<file path="config.mk">
export PLATFORM = sky130hd
export DESIGN_NAME = io_input_conditioner_flat
export DESIGN_NICKNAME = d
export VERILOG_FILES = /design/src/rtl/io_input_conditioner_if.sv /design/src/rtl/io_input_conditioner.sv /design/src/flat_wrapper.sv
export SDC_FILE = /design/constraint.sdc
export NUM_CORES = 1
export LEC_CHECK = 0
export ABC_AREA = 1
export BUFFER_PORTS_ARGS = -buffer_cell sky130_fd_sc_hd__clkbuf_2
export CAP_MARGIN = 25
export CORE_ASPECT_RATIO = 1.75
export CORE_UTILIZATION = 35
export DETAILED_ROUTE_END_ITERATION = 10
export SLEW_MARGIN = 20
export SYNTH_ARGS = -nofsm -noshare
export SYNTH_HDL_FRONTEND = slang
export SYNTH_SLANG_ARGS = --single-unit
</file>
<file path="constraint.sdc">
create_clock -name Clock -period 1.9 [get_ports Clock]
set_clock_uncertainty 0.2 [all_clocks]
set_input_delay 0.19 -clock Clock [delete_from_list [all_inputs] [get_ports Clock]]
set_output_delay 0.19 -clock Clock [all_outputs]
set_load 0.005 [all_outputs]
</file>
<file path="src/rtl/io_input_conditioner_if.sv">
// rtl/io_input_conditioner_if.sv - pin-side and core-side signal bundle of the input conditioner
interface io_input_conditioner_if #(
    parameter int NUM_IN = 12
);
    logic [NUM_IN-1:0] RawIn;
    logic [NUM_IN-1:0] StickyClr;
    logic [NUM_IN-1:0] Level;
    logic [NUM_IN-1:0] RisePulse;
    logic [NUM_IN-1:0] FallPulse;
    logic [NUM_IN-1:0] Sticky;
    logic              AnyEvent;

    modport master (
        output RawIn, StickyClr,
        input  Level, RisePulse, FallPulse, Sticky, AnyEvent
    );

    modport slave (
        input  RawIn, StickyClr,
        output Level, RisePulse, FallPulse, Sticky, AnyEvent
    );
endinterface

</file>
<file path="src/rtl/io_input_conditioner.sv">
// rtl/io_input_conditioner.sv - per-channel invert, synchronise, debounce, edge pulses, sticky flags
// Optional auto-repeat of RisePulse while held: define IO_INPUT_CONDITIONER_REPEAT_EN.
module io_input_conditioner #(
    parameter int                 NUM_IN          = 12,
    parameter logic [NUM_IN-1:0]  ACTIVE_LOW_MASK = 12'b1100_0000_0000,
    parameter int                 SYNC_STAGES     = 2,
    parameter int                 DEBOUNCE_CYCLES = 500000,
    parameter int                 REPEAT_DELAY    = 25000000,
    parameter int                 REPEAT_PERIOD   = 5000000
) (
    input  logic                  Clock,
    input  logic                  Rst,
    io_input_conditioner_if.slave io
);
    localparam int              CW       = $clog2(DEBOUNCE_CYCLES) + 1;
    localparam logic [CW-1:0]   CNT_LAST = CW'(DEBOUNCE_CYCLES - 1);

    if (SYNC_STAGES < 2) begin : g_bad_sync
        $error("io_input_conditioner: SYNC_STAGES must be >= 2");
    end
    if (DEBOUNCE_CYCLES < 1) begin : g_bad_debounce
        $error("io_input_conditioner: DEBOUNCE_CYCLES must be >= 1");
    end
    if (REPEAT_DELAY < 1 || REPEAT_PERIOD < 1) begin : g_bad_repeat
        $error("io_input_conditioner: REPEAT_DELAY and REPEAT_PERIOD must be >= 1");
    end

    logic [NUM_IN-1:0] sync_chain [SYNC_STAGES];
    logic [NUM_IN-1:0] cond_in;
    logic [NUM_IN-1:0] sync;
    logic [NUM_IN-1:0] level_q;
    logic [NUM_IN-1:0] rise_q;
    logic [NUM_IN-1:0] fall_q;
    logic [NUM_IN-1:0] sticky_q;
    logic              any_q;
    logic [CW-1:0]     cnt [NUM_IN];

    logic [NUM_IN-1:0] accept;
    logic [NUM_IN-1:0] rise_d;
    logic [NUM_IN-1:0] fall_d;
    logic [NUM_IN-1:0] sticky_d;

    assign cond_in = io.RawIn ^ ACTIVE_LOW_MASK;
    assign sync    = sync_chain[SYNC_STAGES-1];

`ifdef IO_INPUT_CONDITIONER_REPEAT_EN
    localparam int            RMAX     = (REPEAT_DELAY > REPEAT_PERIOD) ? REPEAT_DELAY : REPEAT_PERIOD;
    localparam int            RW       = $clog2(RMAX) + 1;
    localparam logic [RW-1:0] DLY_LAST = RW'(REPEAT_DELAY - 1);
    localparam logic [RW-1:0] PER_LAST = RW'(REPEAT_PERIOD - 1);

    logic [RW-1:0]     rep_cnt [NUM_IN];
    logic [NUM_IN-1:0] repeating;
    logic [NUM_IN-1:0] rep_fire;
`endif

    always_comb begin
        accept = '0;
        for (int i = 0; i < NUM_IN; i++) begin
            accept[i] = (sync[i] != level_q[i]) && (cnt[i] == CNT_LAST);
        end
        rise_d = accept & ~level_q;
        fall_d = accept & level_q;
`ifdef IO_INPUT_CONDITIONER_REPEAT_EN
        rep_fire = '0;
        for (int i = 0; i < NUM_IN; i++) begin
            rep_fire[i] = level_q[i] && !fall_d[i] &&
                          (rep_cnt[i] == (repeating[i] ? PER_LAST : DLY_LAST));
        end
        rise_d = rise_d | rep_fire;
`endif
        // A clear landing on either the set edge or the pulse cycle loses to the set.
        sticky_d = rise_d | rise_q | (sticky_q & ~io.StickyClr);
    end

    always_ff @(posedge Clock) begin
        if (Rst) begin
            for (int s = 0; s < SYNC_STAGES; s++) begin
                sync_chain[s] <= '0;
            end
            for (int i = 0; i < NUM_IN; i++) begin
                cnt[i] <= '0;
            end
            level_q  <= '0;
            rise_q   <= '0;
            fall_q   <= '0;
            sticky_q <= '0;
            any_q    <= 1'b0;
        end else begin
            sync_chain[0] <= cond_in;
            for (int s = 1; s < SYNC_STAGES; s++) begin
                sync_chain[s] <= sync_chain[s-1];
            end
            for (int i = 0; i < NUM_IN; i++) begin
                if ((sync[i] == level_q[i]) || accept[i]) begin
                    cnt[i] <= '0;
                end else begin
                    cnt[i] <= cnt[i] + CW'(1);
                end
            end
            level_q  <= level_q ^ accept;
            rise_q   <= rise_d;
            fall_q   <= fall_d;
            sticky_q <= sticky_d;
            any_q    <= |(rise_d | fall_d);
        end
    end

`ifdef IO_INPUT_CONDITIONER_REPEAT_EN
    always_ff @(posedge Clock) begin
        if (Rst) begin
            for (int i = 0; i < NUM_IN; i++) begin
                rep_cnt[i] <= '0;
            end
            repeating <= '0;
        end else begin
            for (int i = 0; i < NUM_IN; i++) begin
                if (!level_q[i] || fall_d[i]) begin
                    rep_cnt[i]   <= '0;
                    repeating[i] <= 1'b0;
                end else if (rep_fire[i]) begin
                    rep_cnt[i]   <= '0;
                    repeating[i] <= 1'b1;
                end else begin
                    rep_cnt[i] <= rep_cnt[i] + RW'(1);
                end
            end
        end
    end
`endif

    assign io.Level     = level_q;
    assign io.RisePulse = rise_q;
    assign io.FallPulse = fall_q;
    assign io.Sticky    = sticky_q;
    assign io.AnyEvent  = any_q;
endmodule
</file>
<file path="src/flat_wrapper.sv">
// flat-port wrapper written by rule: the top's interface ports become plain ports
module io_input_conditioner_flat 
#(
    parameter int                 NUM_IN          = 12,
    parameter logic [NUM_IN-1:0]  ACTIVE_LOW_MASK = 12'b1100_0000_0000,
    parameter int                 SYNC_STAGES     = 2,
    parameter int                 DEBOUNCE_CYCLES = 500000,
    parameter int                 REPEAT_DELAY    = 25000000,
    parameter int                 REPEAT_PERIOD   = 5000000
)
  (Clock, Rst, io_RawIn, io_StickyClr, io_Level, io_RisePulse, io_FallPulse, io_Sticky, io_AnyEvent);
  io_input_conditioner_if #(.NUM_IN(NUM_IN)) io_i ();
  input  logic Clock;
  input  logic Rst;
  input wire logic [$bits(io_i.RawIn)-1:0] io_RawIn;
  input wire logic [$bits(io_i.StickyClr)-1:0] io_StickyClr;
  output wire logic [$bits(io_i.Level)-1:0] io_Level;
  output wire logic [$bits(io_i.RisePulse)-1:0] io_RisePulse;
  output wire logic [$bits(io_i.FallPulse)-1:0] io_FallPulse;
  output wire logic [$bits(io_i.Sticky)-1:0] io_Sticky;
  output wire logic [$bits(io_i.AnyEvent)-1:0] io_AnyEvent;
  assign io_i.RawIn = io_RawIn;
  assign io_i.StickyClr = io_StickyClr;
  assign io_Level = io_i.Level;
  assign io_RisePulse = io_i.RisePulse;
  assign io_FallPulse = io_i.FallPulse;
  assign io_Sticky = io_i.Sticky;
  assign io_AnyEvent = io_i.AnyEvent;
  io_input_conditioner #(.NUM_IN(NUM_IN), .ACTIVE_LOW_MASK(ACTIVE_LOW_MASK), .SYNC_STAGES(SYNC_STAGES), .DEBOUNCE_CYCLES(DEBOUNCE_CYCLES), .REPEAT_DELAY(REPEAT_DELAY), .REPEAT_PERIOD(REPEAT_PERIOD)) u_core (.Clock(Clock), .Rst(Rst), .io(io_i));
endmodule
</file>
==> flow_summary_export.csv <==
group,metric,value,unit
outcome,outcome,"finished, violations left",
outcome,violations_in_the_final_reports,"setup timing",
floorplan,dieWidth,167,um
floorplan,dieHeight,291,um
global_routing,track_usage,14.6,%
placed_design,place.gp.congestion,0.820,
route,drt.antenna.violating_nets,0,
clock_tree,worst_skew_pair.late_latency,590,ps
critical_path,end_kind,"flip-flop",
global_routing,grt_pass1_wl,59100,um
synthesis,ys_ff_latch,313,
clock_tree,htree_levels,1,
final_layout,fillCellCount,4373,
synthesis,yosysTopAreaCellShare,43.2,%
final_layout,share_of_cells_above_drive_strength_1,27.7,%
route,drc,0,
route,totalWireLength,36900,um
power_and_ir_drop,totalPowerFinal,15.5,mW
critical_path,worst_ep_arrival_time,2090,ps
synthesis,synthesis.area,16700,um^2
synthesis,seq_area_frac_synth,52.0,%
global_routing,grt_start_max_net_pins,54,
final_layout,area_growth_syn_to_layout,35.6,%
synthesis,commonest_register_cell_after_synthesis,"edfxtp_1",
sta,finalHoldViolations,0,
sta,layout_worst_path_cycle_share,102,%
final_layout,n_antenna_cell,0,
route,drt-wirelength-per-cell,12.2,um
placed_design,dp_worst_setup_slack,-91.9,ps
floorplan,initial_util,35.5,%
synthesis,largest_area_contributor_in_the_netlist,"edfxtp_1",
power_and_ir_drop,vdd_ir_drop_max,0.623,mV
critical_path,crit_required,2040,ps
clock_tree,tritoncts,"built",
critical_path,worst-path-max-fanout,4,
placed_design,placement.cell_area,19700,um^2
sta,minimum_clock_period_after_layout,1950,ps
sta,slew_viol_final,0,
clock_tree,sinks_on_clock_net,313,
power_and_ir_drop,p_leak,9.54,nW
final_layout,most-common-layout-cells,"245 x nand2_1, 244 x inv_1, 240 x edfxtp_1, 240 x conb_1, 230 x nor2_1",
clock_tree,root_buffer,"clkbuf_16",
synthesis,synth.distinct_cells,54,
route,detail_route.vias_per_cell,4.50,
flow_run,max_cap_violations,0,
global_routing,first_global_vias,13358,
clock_tree,cts_inserted_buffers,31,
power_and_ir_drop,power_density_over_the_cells,687,nW/um^2
sta,hold_slack,85.8,ps
route,vias,13594,
floorplan,std_cell_core_area,46900,um^2
synthesis,postSynth.asyncResetShare,0,%
sta,layout_setup_ws,-45.6,ps
clock_tree,cts.reportedPaths.clkPinSlew,60,ps
floorplan,floorplan.rows,105,
synthesis,yosys_warnings,0,
final_layout,finish.utilization,48.2,%
route,drt_pre_antenna_iters,4,
critical_path,criticalPathCategory,"reg -> reg",
placed_design,port_bufs,74,
synthesis,netlist_instances,1850,
global_routing,initial_antenna_violation_count,0,
synthesis,netlist_top_cells_area,"edfxtp_1 43%, dfxtp_1 8.8%, nor2_1 6.3%",
floorplan,area_of_the_die,48500,um^2
final_layout,fin_area,22600,um^2
synthesis,avg_inst_size_synth,9.01,um^2
clock_tree,number_of_buffers_on_the_longest_clock_path,3,
final_layout,mostFrequentLayoutCell,"nand2_1",
placed_design,hpwlAfterDp,26700,um
floorplan,design.portCount,75,
sta,rsz_0062_raised_after_global_routing,"yes",
hold_path,worstHoldPathType,"in -> reg",
critical_path,start_kind,"flip-flop",
synthesis,edff_count_synth,240,
route,number_of_drc_violations_after_detailed_routing_iteration_0,534,
final_layout,finalNetCount,2448,
global_routing,overflow_after_grt,0,
sta,max_clock_freq,514,MHz
sta,report.final.setup_viol,7,
## metrics by stage
stage / std cells / TNS (ps)
after detailed placement: 2869 / -478
after floorplan: 2089 / 0
after CTS: 2966 / -151
after global placement: 2869 / -68.5
final: 3023 / -82.2
after global routing: 3023 / -6000
## critical path, stage by stage, from the launching register on
cell      delay [ps]
edfxtp_1         410
ha_2             210
nand2_2           50
inv_2             70
nand2_4           80
inv_4             80
nand2_4           50
nor2_4           120
nand2_2           80
nor2_4           120
nand2_1           60
nor2_1           120
nor3_2            50
## final cells by class
cell class | count | area, um^2 | area share, %
timing repair buffer | 312 | 2420 | 10.7
tap | 588 | 736 | 3.26
clock buffer | 46 | 1030 | 4.56
inverter | 276 | 1050 | 4.67
multi-input combinational | 1476 | 8570 | 37.9
clock inverter | 12 | 116 | 0.515
sequential | 313 | 8670 | 38.4
## cell families (layout without fill, tap and decap cells)
| kind of cell | Yosys count | in the layout | synth area share [%] |
|---|---|---|---|
| and+or+nand+nor | 923 | 925 | 28.2 |
| DFF | 313 | 313 | 52.0 |
| buffers and inverters | 302 | 646 | 7.35 |
| AOI/OAI and AO/OA | 210 | 210 | 6.84 |
| xor gates and xnor gates | 89 | 89 | 4.68 |
| adders and majority gates | 12 | 12 | 0.901 |
| other | 1 | 240 | 0.0225 |
## power breakdown
group / switching (mW) / internal (mW)
Sequential: 0.199 / 7.60
Combinational: 0.584 / 0.398
Clock: 2.70 / 4.03
Total: 3.48 / 12.0
## layer usage
metal	global-route usage (%)	share of wire, %	up-vias
met5	0	0	-
met4	6.37	3.2	0
met3	1.48	2.4	79
met2	29.0	56	166
met1	15.3	39	6320
li1	-	-	7029
## sequential cells by signal, summed over array words and instances (netlist names), named ones only
signal	count
u_core.io.FallPulse	12
u_core.io.RisePulse	12
u_core.io.AnyEvent	1
u_core.cnt	240
u_core.sync_chain	24
u_core.io.Sticky	12
## synth_stat cells (all sizes together) (10+ instances only)
cell type and n:
dfxtp 73, o21a 10, ha 12, xnor2 19, nor4 12, or2 16, nand2 292, o21ai 44
nor3 62, nand4 48, edfxtp 240, nand3 119, buf 26, nand3b 10, a21oi 130, inv 275
nor3b 14, nor2 344, xor2 70
## worst paths after layout
kind,slack (ps),from,endpoint,cells after the start
max,-50,u_core.cnt[8][1],u_core.cnt[8][12],12
min,90,io_RawIn[11],u_core.sync_chain[0][11],3
max reg2reg,-50,u_core.cnt[8][1],u_core.cnt[8][12],12
min reg2reg,200,u_core.sync_chain[0][6],u_core.sync_chain[0][18],2
## timing repair
| action | 4_1_cts | 5_1_grt |
|---|---|---|
| resized for setup | 27 | 230 |
| setup buffers | 11 | 52 |
| cloned | 1 | 5 |
| pin swaps | 10 | 86 |
| hold endpoints to repair | 40 | 0 |
| hold buffers | 27 | 0 |
| endpoints found under the setup margin | 56 | 222 |
Power figures use the tool's default switching activity.
